### src/rtl/counter_unit.sv
// -----------------------------------------------------------------------------
// counter_unit
//
// Free-running up/down counter. Every rising clk edge outside reset moves the
// count by STEP in the direction selected by dir. dir is sampled at the same
// edge that updates the count, so a reversal takes effect on the very next
// edge with no hold cycle. There is no enable input.
//
// Arithmetic:
//   default build          : modulo 2^WIDTH (wraps in both directions, also
//                            when STEP does not divide 2^WIDTH)
//   COUNTER_SATURATE_EN    : define this macro to clamp at 2^WIDTH-1 going
//                            up and at 0 going down instead of wrapping; a
//                            clamped counter moves again as soon as dir
//                            reverses
//
// Parameters:
//   WIDTH   : count / output width in bits (2..32)
//   STEP    : amount added or subtracted per clock (1..2^WIDTH-1)
//   RST_VAL : value loaded into the count while reset is asserted
//
// Ports:
//   clk     : in  1      rising-edge clock, single domain
//   resetn  : in  1      asynchronous reset, ACTIVE-HIGH despite the name
//                        (1 = in reset); forces the count to RST_VAL at once
//   dir     : in  1      1 = count up, 0 = count down
//   c_out   : out WIDTH  current count, driven straight from the register
// -----------------------------------------------------------------------------
module counter_unit #(
  parameter int unsigned        WIDTH   = 8,
  parameter int unsigned        STEP    = 1,
  parameter logic [WIDTH-1:0]   RST_VAL = '0
) (
  input  logic             clk,
  input  logic             resetn,
  input  logic             dir,
  output logic [WIDTH-1:0] c_out
);

  // ---------------------------------------------------------------------------
  // Elaboration-time parameter checks
  // ---------------------------------------------------------------------------
  if (WIDTH < 2 || WIDTH > 32) begin : g_bad_width
    $error("counter_unit: WIDTH must be in 2..32");
  end

  // STEP must be nonzero and fit in WIDTH bits; shifting a 64-bit copy keeps
  // the test valid for WIDTH = 32 where 2**WIDTH would overflow an int.
  if (STEP == 0 || (64'(STEP) >> WIDTH) != 64'd0) begin : g_bad_step
    $error("counter_unit: STEP must be in 1..2^WIDTH-1");
  end

  localparam logic [WIDTH-1:0] STEP_W = WIDTH'(STEP);

  // ---------------------------------------------------------------------------
  // Count register
  // ---------------------------------------------------------------------------
  logic [WIDTH-1:0] count_q;
  logic [WIDTH-1:0] count_d;

`ifdef COUNTER_SATURATE_EN
  // ---------------------------------------------------------------------------
  // Saturating next-count
  //
  // Both candidates are formed one bit wider than the count. The extra top
  // bit is the carry out of the addition (result exceeded 2^WIDTH-1) or the
  // borrow out of the subtraction (result went below 0); either one selects
  // the corresponding clamp value instead of the truncated sum.
  // ---------------------------------------------------------------------------
  localparam logic [WIDTH:0] STEP_X = (WIDTH+1)'(STEP);

  logic [WIDTH:0] sum_x;
  logic [WIDTH:0] diff_x;

  // NOTE: every signal assigned in an always_comb gets a value on every path
  //       (here via the defaults at the top), otherwise a latch is inferred.
  always_comb begin
    sum_x   = {1'b0, count_q} + STEP_X;
    diff_x  = {1'b0, count_q} - STEP_X;
    count_d = count_q;
    if (dir) begin
      count_d = sum_x[WIDTH]  ? {WIDTH{1'b1}} : sum_x[WIDTH-1:0];
    end else begin
      count_d = diff_x[WIDTH] ? {WIDTH{1'b0}} : diff_x[WIDTH-1:0];
    end
  end
`else
  // ---------------------------------------------------------------------------
  // Wrapping next-count
  //
  // WIDTH-bit arithmetic discards the carry/borrow, which is exactly modulo
  // 2^WIDTH for any STEP, including steps that do not divide 2^WIDTH.
  // ---------------------------------------------------------------------------
  always_comb begin
    count_d = count_q;
    if (dir) begin
      count_d = count_q + STEP_W;
    end else begin
      count_d = count_q - STEP_W;
    end
  end
`endif

  // NOTE: sequential state is written with non-blocking (<=) assignments so
  //       every flop samples pre-edge values, independent of block ordering.
  always_ff @(posedge clk or posedge resetn) begin
    if (resetn) begin
      count_q <= RST_VAL;
    end else begin
      count_q <= count_d;
    end
  end

  // Output comes straight off the flop: no combinational path from dir.
  assign c_out = count_q;

endmodule

### config.mk
export PLATFORM = sky130hd
export DESIGN_NAME = counter_unit
export DESIGN_NICKNAME = d
export VERILOG_FILES = /design/src/rtl/counter_unit.sv
export SDC_FILE = /design/constraint.sdc
export NUM_CORES = 1
export LEC_CHECK = 0
export CAP_MARGIN = 30
export CORE_MARGIN = 2
export CORE_UTILIZATION = 35
export CTS_CLUSTER_SIZE = 25
export DETAILED_ROUTE_END_ITERATION = 10
export HOLD_SLACK_MARGIN = 0.1
export SLEW_MARGIN = 20
export SYNTH_ARGS = -nofsm -noshare
export SYNTH_HDL_FRONTEND = slang
export SYNTH_SLANG_ARGS = --single-unit
### constraint.sdc
create_clock -name clk -period 3.4 [get_ports clk]
set_input_delay 0.34 -clock clk [delete_from_list [all_inputs] [get_ports clk]]
set_output_delay 0.34 -clock clk [all_outputs]
set_load 0.01 [all_outputs]
======== Yosys cells after proc, flatten, opt, wreduce, memory -nomap -nowiden ========
Index checks and enable logic that the tools add are counted.
operators by class
  $add $sub $neg .......................... 2
  multiplexer cells ....................... 1
operator list
  cell                                                                 number
  8-bit by 1-bit adder with 8-bit output (second input constant)       1
  8-bit two-way mux                                                    1
  8-bit by 1-bit subtractor with 8-bit output (second input constant)  1
storage, ports and cells
  register bits ........................... 8
  input bits .............................. 3
  output and inout bits ................... 8
  word-level logic and storage cells ...... 4

======== Depth between registers and ports, before layout ========
  depth in word-level cells ............... 2
  depth in mapped cells ................... 6
  mapped depth without buffers ............ 6

======== Least setup slack after synthesis ========
OpenSTA, ideal clock, no wires.
  kind .................................... input port to flip-flop
  start point ............................. input port dir
  end point ............................... register count_q[6] (netlist: c_out[6])
  library setup time ...................... 0.080 ns
  arrival time ............................ 1.460 ns
  required time ........................... 3.320 ns
  path slack .............................. 1.860 ns
  stages on the path ...................... 6
  path buffers ............................ 0
  cell sequence ........................... inv_1 > fa_1 > a21oi_1 > o211ai_1 > a21oi_1 > xnor2_1
on the way
  longest elaborated chain between the ends .. 1
ends and longest elaborated chain
  what                    RTL line  source
  start: declaration      36        input logic dir,
  8-bit two-way mux       96        if (dir) begin
  via count_d[6]          59        logic [WIDTH-1:0] count_d;
  end signal: assignment  110       count_q <= count_d;
  end: declaration        58        logic [WIDTH-1:0] count_q;
The timed path passes the listed nets, and every way through them passes these cells.

======== Worst setup path in the final report ========
Ends and elaborated chain as after synthesis.

==> impl_metrics.json <==
{
  "cts_root_buf": "clkbuf_4",
  "insertion_delay_ns": 0.25,
  "max_clock_freq_ghz": 0.5169,
  "mostFrequentLayoutCells": "10 x clkdlybuf4s50_1, 8 x dfrtp_1, 6 x ha_1",
  "crit_start": "dir",
  "die_h_um": 41.25,
  "drv_slew": 0,
  "final_nets": 70,
  "rsz0062_at_grt": "false",
  "drcViolationCount": 0,
  "cap_violations": 0,
  "synth_nets": 55,
  "start_util": 0.3731,
  "hold_class": "in2async",
  "grt_pass1_wl_mm": 1.442,
  "wl_per_cell_um": 11.23,
  "worst-setup-path-type": "in2reg",
  "drt_first_pass_iters": 2,
  "syn2layout_area_growth_pct": 29.12,
  "drtIter0Drc": 2,
  "post-cts-setup-buffers": 0,
  "synth_warnings": 0,
  "fin_tns_setup_ns": 0,
  "synth_area_um2": 485.5,
  "crit_fanout": 7,
  "dp_cells": 70,
  "io_buffers": 10,
  "avgSynthCellArea_um2": 10.79,
  "seqPwrFrac": 0.271,
  "largest_register_ffs": 8,
  "critical_path_depth": 7,
  "relSlewSlack": 0.7845,
  "r2r-end": "c_out[6]",
  "final_common_cell": "clkdlybuf4s50_1",
  "r2r_slack_ns": 1.78,
  "num_rows": 13,
  "worstPathArrival_ns": 2.11,
  "ys_seq_area_frac": 0.4124,
  "finalHoldViolCount": 0,
  "ys_seq_elements": 8,
  "crit-reg2reg-launch": "c_out[0]",
  "gr-usage-all-layers": 0.1401,
  "crit_end": "c_out[6]",
  "cts_buffers": 3,
  "ant_nets": 0,
  "antennaDiodeCount": 0,
  "power.leakage_nw": 0.2720,
  "grt_max_degree": 9,
  "place_congestion": 0.7854,
  "path_clk_slew_ns": 0.06,
  "reg2reg_depth": 5,
  "grt_pass1_vias": 324,
  "cts_hold_buf": 0,
  "top_level_ports": 11,
  "synth_adder_area_share": 0.1959,
  "skew_ns": 0.005536,
  "path_common_cell": "a21oi_1",
  "synth-compound-area-share": 0.1933,
  "cts-resized-gates": 0,
  "wirelength_um": 820,
  "switching_share": 0.3794,
  "crit_slowest_cell": "clkdlybuf4s50_1",
  "die_w_um": 41.25,
  "dp_hpwl_um": 644,
  "final_cells": 73,
  "dieArea_mm2": 0.001701,
  "htreeDepth": 1,
  "viasPerCell": 4.986,
  "critPathCaptureType": "flop",
  "p_total_mw": 0.6252,
  "antenna_found_initial": 0,
  "ir_drop_v": 0.0004180,
  "cts_tree": "built",
  "synth-xor-area-share": 0.1082,
  "synthMuxAreaShare": 0,
  "synthSimpleGateAreaFrac": 0.05928,
  "fin_crit_sh": 0.5690,
  "max_stage_delay_ns": 0.49,
  "critical_path.top_delay_family": "buffers and inverters",
  "setup_viol": 0,
  "clkPwrFrac": 0.115,
  "p_sw_mw": 0.2372,
  "grt_overflow_total": 0,
  "core_mm2": 0.001301,
  "comb_power_share": 0.614,
  "power.density_mw_per_mm2": 997.4,
  "final_layout_size_suffix_gt1_frac": 0.08621,
  "synth.distinct_cells": 17,
  "fin_crit_ns": 1.935,
  "internal_power_mw": 0.3880,
  "cts_buffer_depth": 2,
  "synth_top_family_by_area": "adder cells",
  "vias": 364,
  "path_cells": "clkdlybuf4s50_1, inv_1, fa_1, a21oi_1, o211ai_1, a21oi_1, xnor2_1",
  "cts.sinks": 8,
  "outcome": "complete, no violations",
  "start_kind": "input pin",
  "syn_inst": 45,
  "cp_num_buf_inv": 2,
  "worst_pin_slew_ns": 0.3229,
  "critical_path_required_ns": 3.58
}
==> layer usage <==
layer,wire length (µm),global-route usage,share of wire,vias up
li1,-,-,-,185
met1,425,0.2007,0.52,168
met2,337,0.1680,0.41,9
met3,46,0.09783,0.056,2
met4,10,0.02419,0.012,0
met5,0,0,0,-
==> cell families after synthesis <==
logic type | count (synthesis)
AOI/OAI and AO/OA | 13
DFF | 8
adders and majority gates | 7
and+or+nand+nor | 7
xor gates and xnor gates | 6
buffers and inverters | 4
==> cell usage after synthesis <==
cell      number  area, µm²
o21bai_1       1      7.510
o211ai_1       1      7.510
nor2b_1        1      6.260
nor2_1         3      11.26
dfrtp_1        8      200.2
fa_1           1      20.02
ha_1           6      75.07
o21ai_0        2      10.01
inv_1          4      15.01
a21o_1         1      7.510
a211oi_1       1      7.510
nand2_1        3      11.26
a41oi_2        1      16.27
xnor2_1        5      43.79
xor2_1         1      8.760
a21oi_1        5      25.02
a211oi_2       1      12.51
==> power groups by stage <==
| stage | logic [mW] | registers (mW) | clock network (mW) |
|---|---|---|---|
| global placement | 0.380 | 0.171 | 0 |
| global route | 0.428 | 0.178 | 0.0824 |
| detailed placement | 0.383 | 0.172 | 0 |
| floorplan | 0.236 | 0.191 | 0 |
| finish | 0.384 | 0.170 | 0.0718 |
| CTS | 0.386 | 0.171 | 0.0777 |
==> stage by stage <==
stage	hold WS [ns]	setup slack, ns	instance area (µm²)	utilization
2_1_floorplan	0.1557	1.860	485.5	-
3_3_place_gp	0.5274	1.199	604.3	0.4644
3_5_place_dp	0.5385	1.192	604.3	0.4644
4_1_cts	0.3482	1.459	626.9	0.4817
5_1_grt	0.3806	1.342	626.9	0.4817
6_report	0.3359	1.465	626.9	0.4817
==> how the worst min path moves through the flow <==
stage               end  slack (ns)
2_1_floorplan  c_out[0]        0.16
3_3_place_gp   c_out[0]        0.53
3_5_place_dp   c_out[0]        0.54
4_1_cts        c_out[0]        0.35
5_1_grt        c_out[0]        0.38
6_report       c_out[0]        0.34
==> worst register-to-register path, stage by stage, from the launching register on <==
cell	delay (ns)
dfrtp_1	0.44
fa_1	0.46
a21oi_1	0.19
o211ai_1	0.14
a21oi_1	0.19
xnor2_1	0.13
==> layout make-up <==
class / instances / area, µm²
clock buffer: 3 / 22.52
fill: 131 / 674.4
inverter: 4 / 15.01
sequential: 8 / 200.2
tap: 15 / 18.77
multi-input combinational: 33 / 270.3
timing repair buffer: 10 / 100.1
No activity file was read; power rests on OpenSTA's default activity.
